===== config.mk =====
export PLATFORM = sky130hd
export DESIGN_NAME = mem_arbiter
export DESIGN_NICKNAME = d
export VERILOG_FILES = /design/src/rtl/mem_arbiter.sv
export SDC_FILE = /design/constraint.sdc
export NUM_CORES = 1
export LEC_CHECK = 0
export BUFFER_PORTS_ARGS = -buffer_cell sky130_fd_sc_hd__buf_2
export CELL_PAD_IN_SITES_DETAIL_PLACEMENT = 1
export CELL_PAD_IN_SITES_GLOBAL_PLACEMENT = 2
export CORE_MARGIN = 4
export CORE_UTILIZATION = 26
export DETAILED_ROUTE_END_ITERATION = 8
export GPL_TIMING_DRIVEN = 1
export PLACE_DENSITY = 0.88
export SYNTH_ARGS = -nofsm -noshare
export SYNTH_HDL_FRONTEND = slang
export SYNTH_SLANG_ARGS = --single-unit

===== constraint.sdc =====
create_clock -name CLK -period 2.8 [get_ports CLK]
set_clock_uncertainty 0.1 [all_clocks]
set_input_delay 0.56 -clock CLK [delete_from_list [all_inputs] [get_ports CLK]]
set_output_delay 0.56 -clock CLK [all_outputs]
set_load 0.1 [all_outputs]

===== src/rtl/mem_arbiter.sv =====
// Two-requester arbiter (icache, dcache) sharing one RAM port.
// Dcache has priority; a bounded starvation counter guarantees icache forward progress.
module mem_arbiter #(
  parameter int STARVE_MAX = 4
) (
  input  logic        CLK,
  input  logic        RST,
  input  logic        i_ren,
  input  logic [31:0] i_addr,
  output logic        i_ready,
  output logic [31:0] i_load,
  input  logic        d_ren,
  input  logic        d_wen,
  input  logic [31:0] d_addr,
  input  logic [31:0] d_store,
  output logic        d_ready,
  output logic [31:0] d_load,
  input  logic        halt,
  output logic        ram_ren,
  output logic        ram_wen,
  output logic [31:0] ram_addr,
  output logic [31:0] ram_store,
  input  logic [31:0] ram_load,
  input  logic        ram_ack,
  output logic        arb_idle
);
  localparam int SW = $clog2(STARVE_MAX + 1);

  typedef enum logic [1:0] {IDLE, XFER_I, XFER_D, RESP} state_t;

  state_t        state_q, state_d;
  logic [SW-1:0] starve_q, starve_d;
  logic [31:0]   addr_q, addr_d;
  logic [31:0]   store_q, store_d;
  logic [31:0]   i_load_q, i_load_d;
  logic [31:0]   d_load_q, d_load_d;
  logic          wr_q, wr_d;
  logic          side_d_q, side_d_d;   // 1: current access belongs to the dcache

  logic d_req, i_elig;
  assign d_req  = d_ren | d_wen;
  assign i_elig = i_ren & ~halt;

  always_comb begin
    state_d  = state_q;
    starve_d = starve_q;
    addr_d   = addr_q;
    store_d  = store_q;
    i_load_d = i_load_q;
    d_load_d = d_load_q;
    wr_d     = wr_q;
    side_d_d = side_d_q;
    case (state_q)
      IDLE: begin
        if (d_req && (!i_elig || starve_q < SW'(STARVE_MAX))) begin
          state_d  = XFER_D;
          addr_d   = d_addr;
          store_d  = d_store;
          wr_d     = d_wen;
          side_d_d = 1'b1;
          if (!i_elig)
            starve_d = '0;
          else if (starve_q != SW'(STARVE_MAX))
            starve_d = starve_q + SW'(1);
        end else if (i_elig) begin
          state_d  = XFER_I;
          addr_d   = i_addr;
          wr_d     = 1'b0;
          side_d_d = 1'b0;
          starve_d = '0;
        end
      end
      XFER_I: begin
        if (ram_ack) begin
          i_load_d = ram_load;
          state_d  = RESP;
        end
      end
      XFER_D: begin
        if (ram_ack) begin
          if (!wr_q) d_load_d = ram_load;
          state_d = RESP;
        end
      end
      RESP:    state_d = IDLE;
      default: state_d = IDLE;
    endcase
  end

  always_ff @(posedge CLK) begin
    if (RST) begin
      state_q  <= IDLE;
      starve_q <= '0;
      addr_q   <= '0;
      store_q  <= '0;
      i_load_q <= '0;
      d_load_q <= '0;
      wr_q     <= 1'b0;
      side_d_q <= 1'b0;
    end else begin
      state_q  <= state_d;
      starve_q <= starve_d;
      addr_q   <= addr_d;
      store_q  <= store_d;
      i_load_q <= i_load_d;
      d_load_q <= d_load_d;
      wr_q     <= wr_d;
      side_d_q <= side_d_d;
    end
  end

  // All RAM-facing and completion outputs decode registered state only.
  assign ram_ren   = (state_q == XFER_I) | ((state_q == XFER_D) & ~wr_q);
  assign ram_wen   = (state_q == XFER_D) & wr_q;
  assign ram_addr  = addr_q;
  assign ram_store = store_q;
  assign i_ready   = (state_q == RESP) & ~side_d_q;
  assign d_ready   = (state_q == RESP) & side_d_q;
  assign i_load    = i_load_q;
  assign d_load    = d_load_q;
  assign arb_idle  = (state_q == IDLE);
endmodule


==> impl_metrics.tcl <==
set metrics [dict create \
    status "complete, no violations" \
    setup_viol 0 \
    syn_avg_cell_area_sq_um 8.20 \
    cts.path.max_buffers 2 \
    fmax_mhz 411 \
    finalPower_mw 10.3 \
    syn2layout_area_growth_pct 41.9 \
    firstDrtPassIters 4 \
    timing.critical_path.from "state_q[0]$_SDFFE_PP0P_" \
    ctsResizeCount 0 \
    drt-wirelength-per-cell_um 16.1 \
    slew_headroom 0.654 \
    ant_nets 0 \
    remaining_drc_errors 0 \
    routed_wirelength_um 19100 \
    r2r_start "state_q[0]$_SDFFE_PP0P_" \
    grt_max_degree 92 \
    initial_core_util 0.265 \
    drive_above_1_share 0.400 \
    synthesis.area_sq_um 5360 \
    core-area_sq_um 20200 \
    combPwrFrac 0.519 \
    yosysWarnings 0 \
    ys_ff_latch 135 \
    r2r_slack_ns 0.90 \
    switchingPower_mw 5.49 \
    fin_crit_sh 0.868 \
    multiInputGateArea_sq_um 2410 \
    synth_top_flop_cell "dfxtp_1" \
    worst_pin_slew_ns 0.523 \
    critPathMaxFanout 7 \
    drtIter0Drc 164 \
    clkSinkCount 135 \
    path_cells "inv_1 > ha_1 > buf_2" \
    postLayoutCoreUtil 0.376 \
    ios 268 \
    swShare 0.533 \
    cap_violations 0 \
    arrival_ns 1.77 \
    fin_setup_tns_ns 0 \
    reg2regPathDepth 6 \
    die_area_sq_um 23000 \
    cts_buffers 17 \
    gp_congestion 0.794 \
    hold_viol_final 0 \
    ff_latch_area_sq_um 2700 \
    critPathKind "reg -> out" \
    fin_crit_ns 2.43 \
    vias 5339 \
    rows 52 \
    die_h_um 152 \
    cpMaxStageDelayCell "buf_2" \
    power_density_nw_per_um2 1350 \
    postSynthCellCount 653 \
    port_buffers 267 \
    worstReg2RegEnd "ram_addr[12]$_SDFFE_PP0P_" \
    ir_drop_mv 0.461 \
    sequentialPowerShare 0.246 \
    grt_setup_unrepaired "false" \
    track_usage 0.162 \
    syn_nets 795 \
    critPathCaptureType "output pin" \
    report.final.slew_viol_count 0 \
    htree_levels 4 \
    die_w_um 152 \
    ys_seq_area_frac 0.505 \
    grt_pass1_vias 5460 \
    fillCellCount 2494 \
    drt-vias-per-instance 4.49 \
    grt_overflow 0 \
    min_path_type "in -> reg" \
    clkPwrFrac 0.235 \
    clkTransAtPathRegs_ns 0.06 \
    root_buffer "clkbuf_16" \
    leakagePower_nw 3.40 \
    slowest_delay_ns 0.51 \
    synth_edf_count 0 \
    cts_tree "built" \
    worstPathRequired_ns 2.14 \
    post_cts_buffers 0 \
    place_hpwl_um 13600 \
    critPathCapture "arb_idle" \
    cts_hold_buffers 0 \
    async_reset_ff_frac 0 \
    final_net_count 1048 \
    antenna_found_initial 1 \
    p_int_mw 4.80 \
    clock_latency_ns 0.42 \
    ys_types 31 \
    start_kind "register" \
    grt_pass1_wl_um 29000 \
]
-- metal layers --
metal	GRT usage	share of wire
met2	0.271	0.49
met3	0.0407	0.059
met5	0	0
met1	0.195	0.42
met4	0.0750	0.035
-- power by group through the flow --
stage               Combinational (mW)  Clock, mW  Sequential (mW)
floorplan                         1.64          0             5.33
global placement                  5.35          0             2.57
detailed placement                5.38          0             2.58
CTS                               5.39       2.49             2.54
global route                      5.62       2.57             2.59
finish                            5.34       2.42             2.53
-- through the flow --
| step | setup slack [ns] | instances | cell area, sq um | hold slack, ns |
|---|---|---|---|---|
| 6_report | 0.369 | 1190 | 7600 | 0.278 |
| 5_1_grt | 0.261 | 1190 | 7600 | 0.271 |
| 4_1_cts | 0.336 | 1189 | 7600 | 0.255 |
| 3_5_place_dp | 0.640 | 1157 | 6970 | 0.344 |
| 3_3_place_gp | 0.678 | 1157 | 6970 | 0.339 |
| 2_1_floorplan | 0.299 | 653 | 5360 | 0.354 |
-- synth_stat cells (2+ instances only) --
library cell	count	share of area
a211oi_1	7	0.0098
a211oi_2	25	0.058
a21oi_1	107	0.10
a21oi_2	26	0.043
a32oi_1	3	0.0049
and2_1	3	0.0035
and3_1	2	0.0023
buf_1	3	0.0021
buf_2	9	0.0084
buf_4	2	0.0028
buf_8	2	0.0056
clkbuf_1	32	0.022
dfxtp_1	135	0.50
ha_1	7	0.016
inv_1	6	0.0042
nand2_1	227	0.16
nand3_1	5	0.0047
nor2_1	38	0.027
nor2b_1	2	0.0023
-- cells by family (layout without fill, tap and decap cells) --
group                    count (synthesis)  after routing  synth area share
flip-flops                             135            135             0.505
adder cells (fa/ha/maj)                  7              7            0.0164
AND/OR/NAND/NOR                        281            281             0.204
AO/OA/AOI/OAI                          174            174             0.226
buffers and inverters                   55            321            0.0477
other                                    0              1                 0
multiplexers                             1              1           0.00210
-- sequential cells by signal (all words and copies together), names as in the netlist --
name	flops
state_q	2
wr_q	1
ram_addr	32
ram_store	32
i_load	32
d_load	32
side_d_q	1
starve_q	3
-- cell type report --
type / instances / area share
diodes: 1 / 0.000329
clock buffers: 18 / 0.0565
clock inverters: 14 / 0.0260
inverters: 6 / 0.00296
multi-input cells: 463 / 0.317
flip-flops and latches: 135 / 0.356
well taps: 270 / 0.0445
repair buffers: 283 / 0.197
-- worst min path at each step --
stage	from	to	depth (start not counted)
final	d_store[7]	ram_store[7]$_SDFFE_PP0P_	3
after global routing	d_store[5]	ram_store[5]$_SDFFE_PP0P_	3
after detailed placement	d_load[26]$_SDFFE_PP0P_	d_load[26]$_SDFFE_PP0P_	2
after CTS	d_store[28]	ram_store[28]$_SDFFE_PP0P_	3
after floorplan	starve_q[0]$_SDFFE_PP0P_	starve_q[0]$_SDFFE_PP0P_	2
after global placement	i_load[11]$_SDFFE_PP0P_	i_load[11]$_SDFFE_PP0P_	2
-- critical path: cells and delay by family (launching register included) --
family	cells	cell delay, ns
buffers and inverters	2	0.64
DFF	1	0.33
adders and majority gates	1	0.37
-- layout by cell type (no fill, tap or decap), types with 2 or more instances in the layout --
cell type / n
buf_2: 266
inv_6: 2
inv_1: 6
buf_4: 14
bufinv_16: 4
a21oi_2: 25
clkbuf_16: 17
and3_1: 2
and2_1: 3
a21oi_1: 107
clkinv_2: 2
nand3_1: 5
a32oi_1: 3
ha_1: 7
a211oi_1: 7
a211oi_2: 25
buf_12: 3
nor2_1: 38
dfxtp_1: 135
nand2_1: 227
nor2b_1: 2
clkinv_4: 4
clkinvlp_4: 2
No activity file was read; power rests on OpenSTA's default activity.
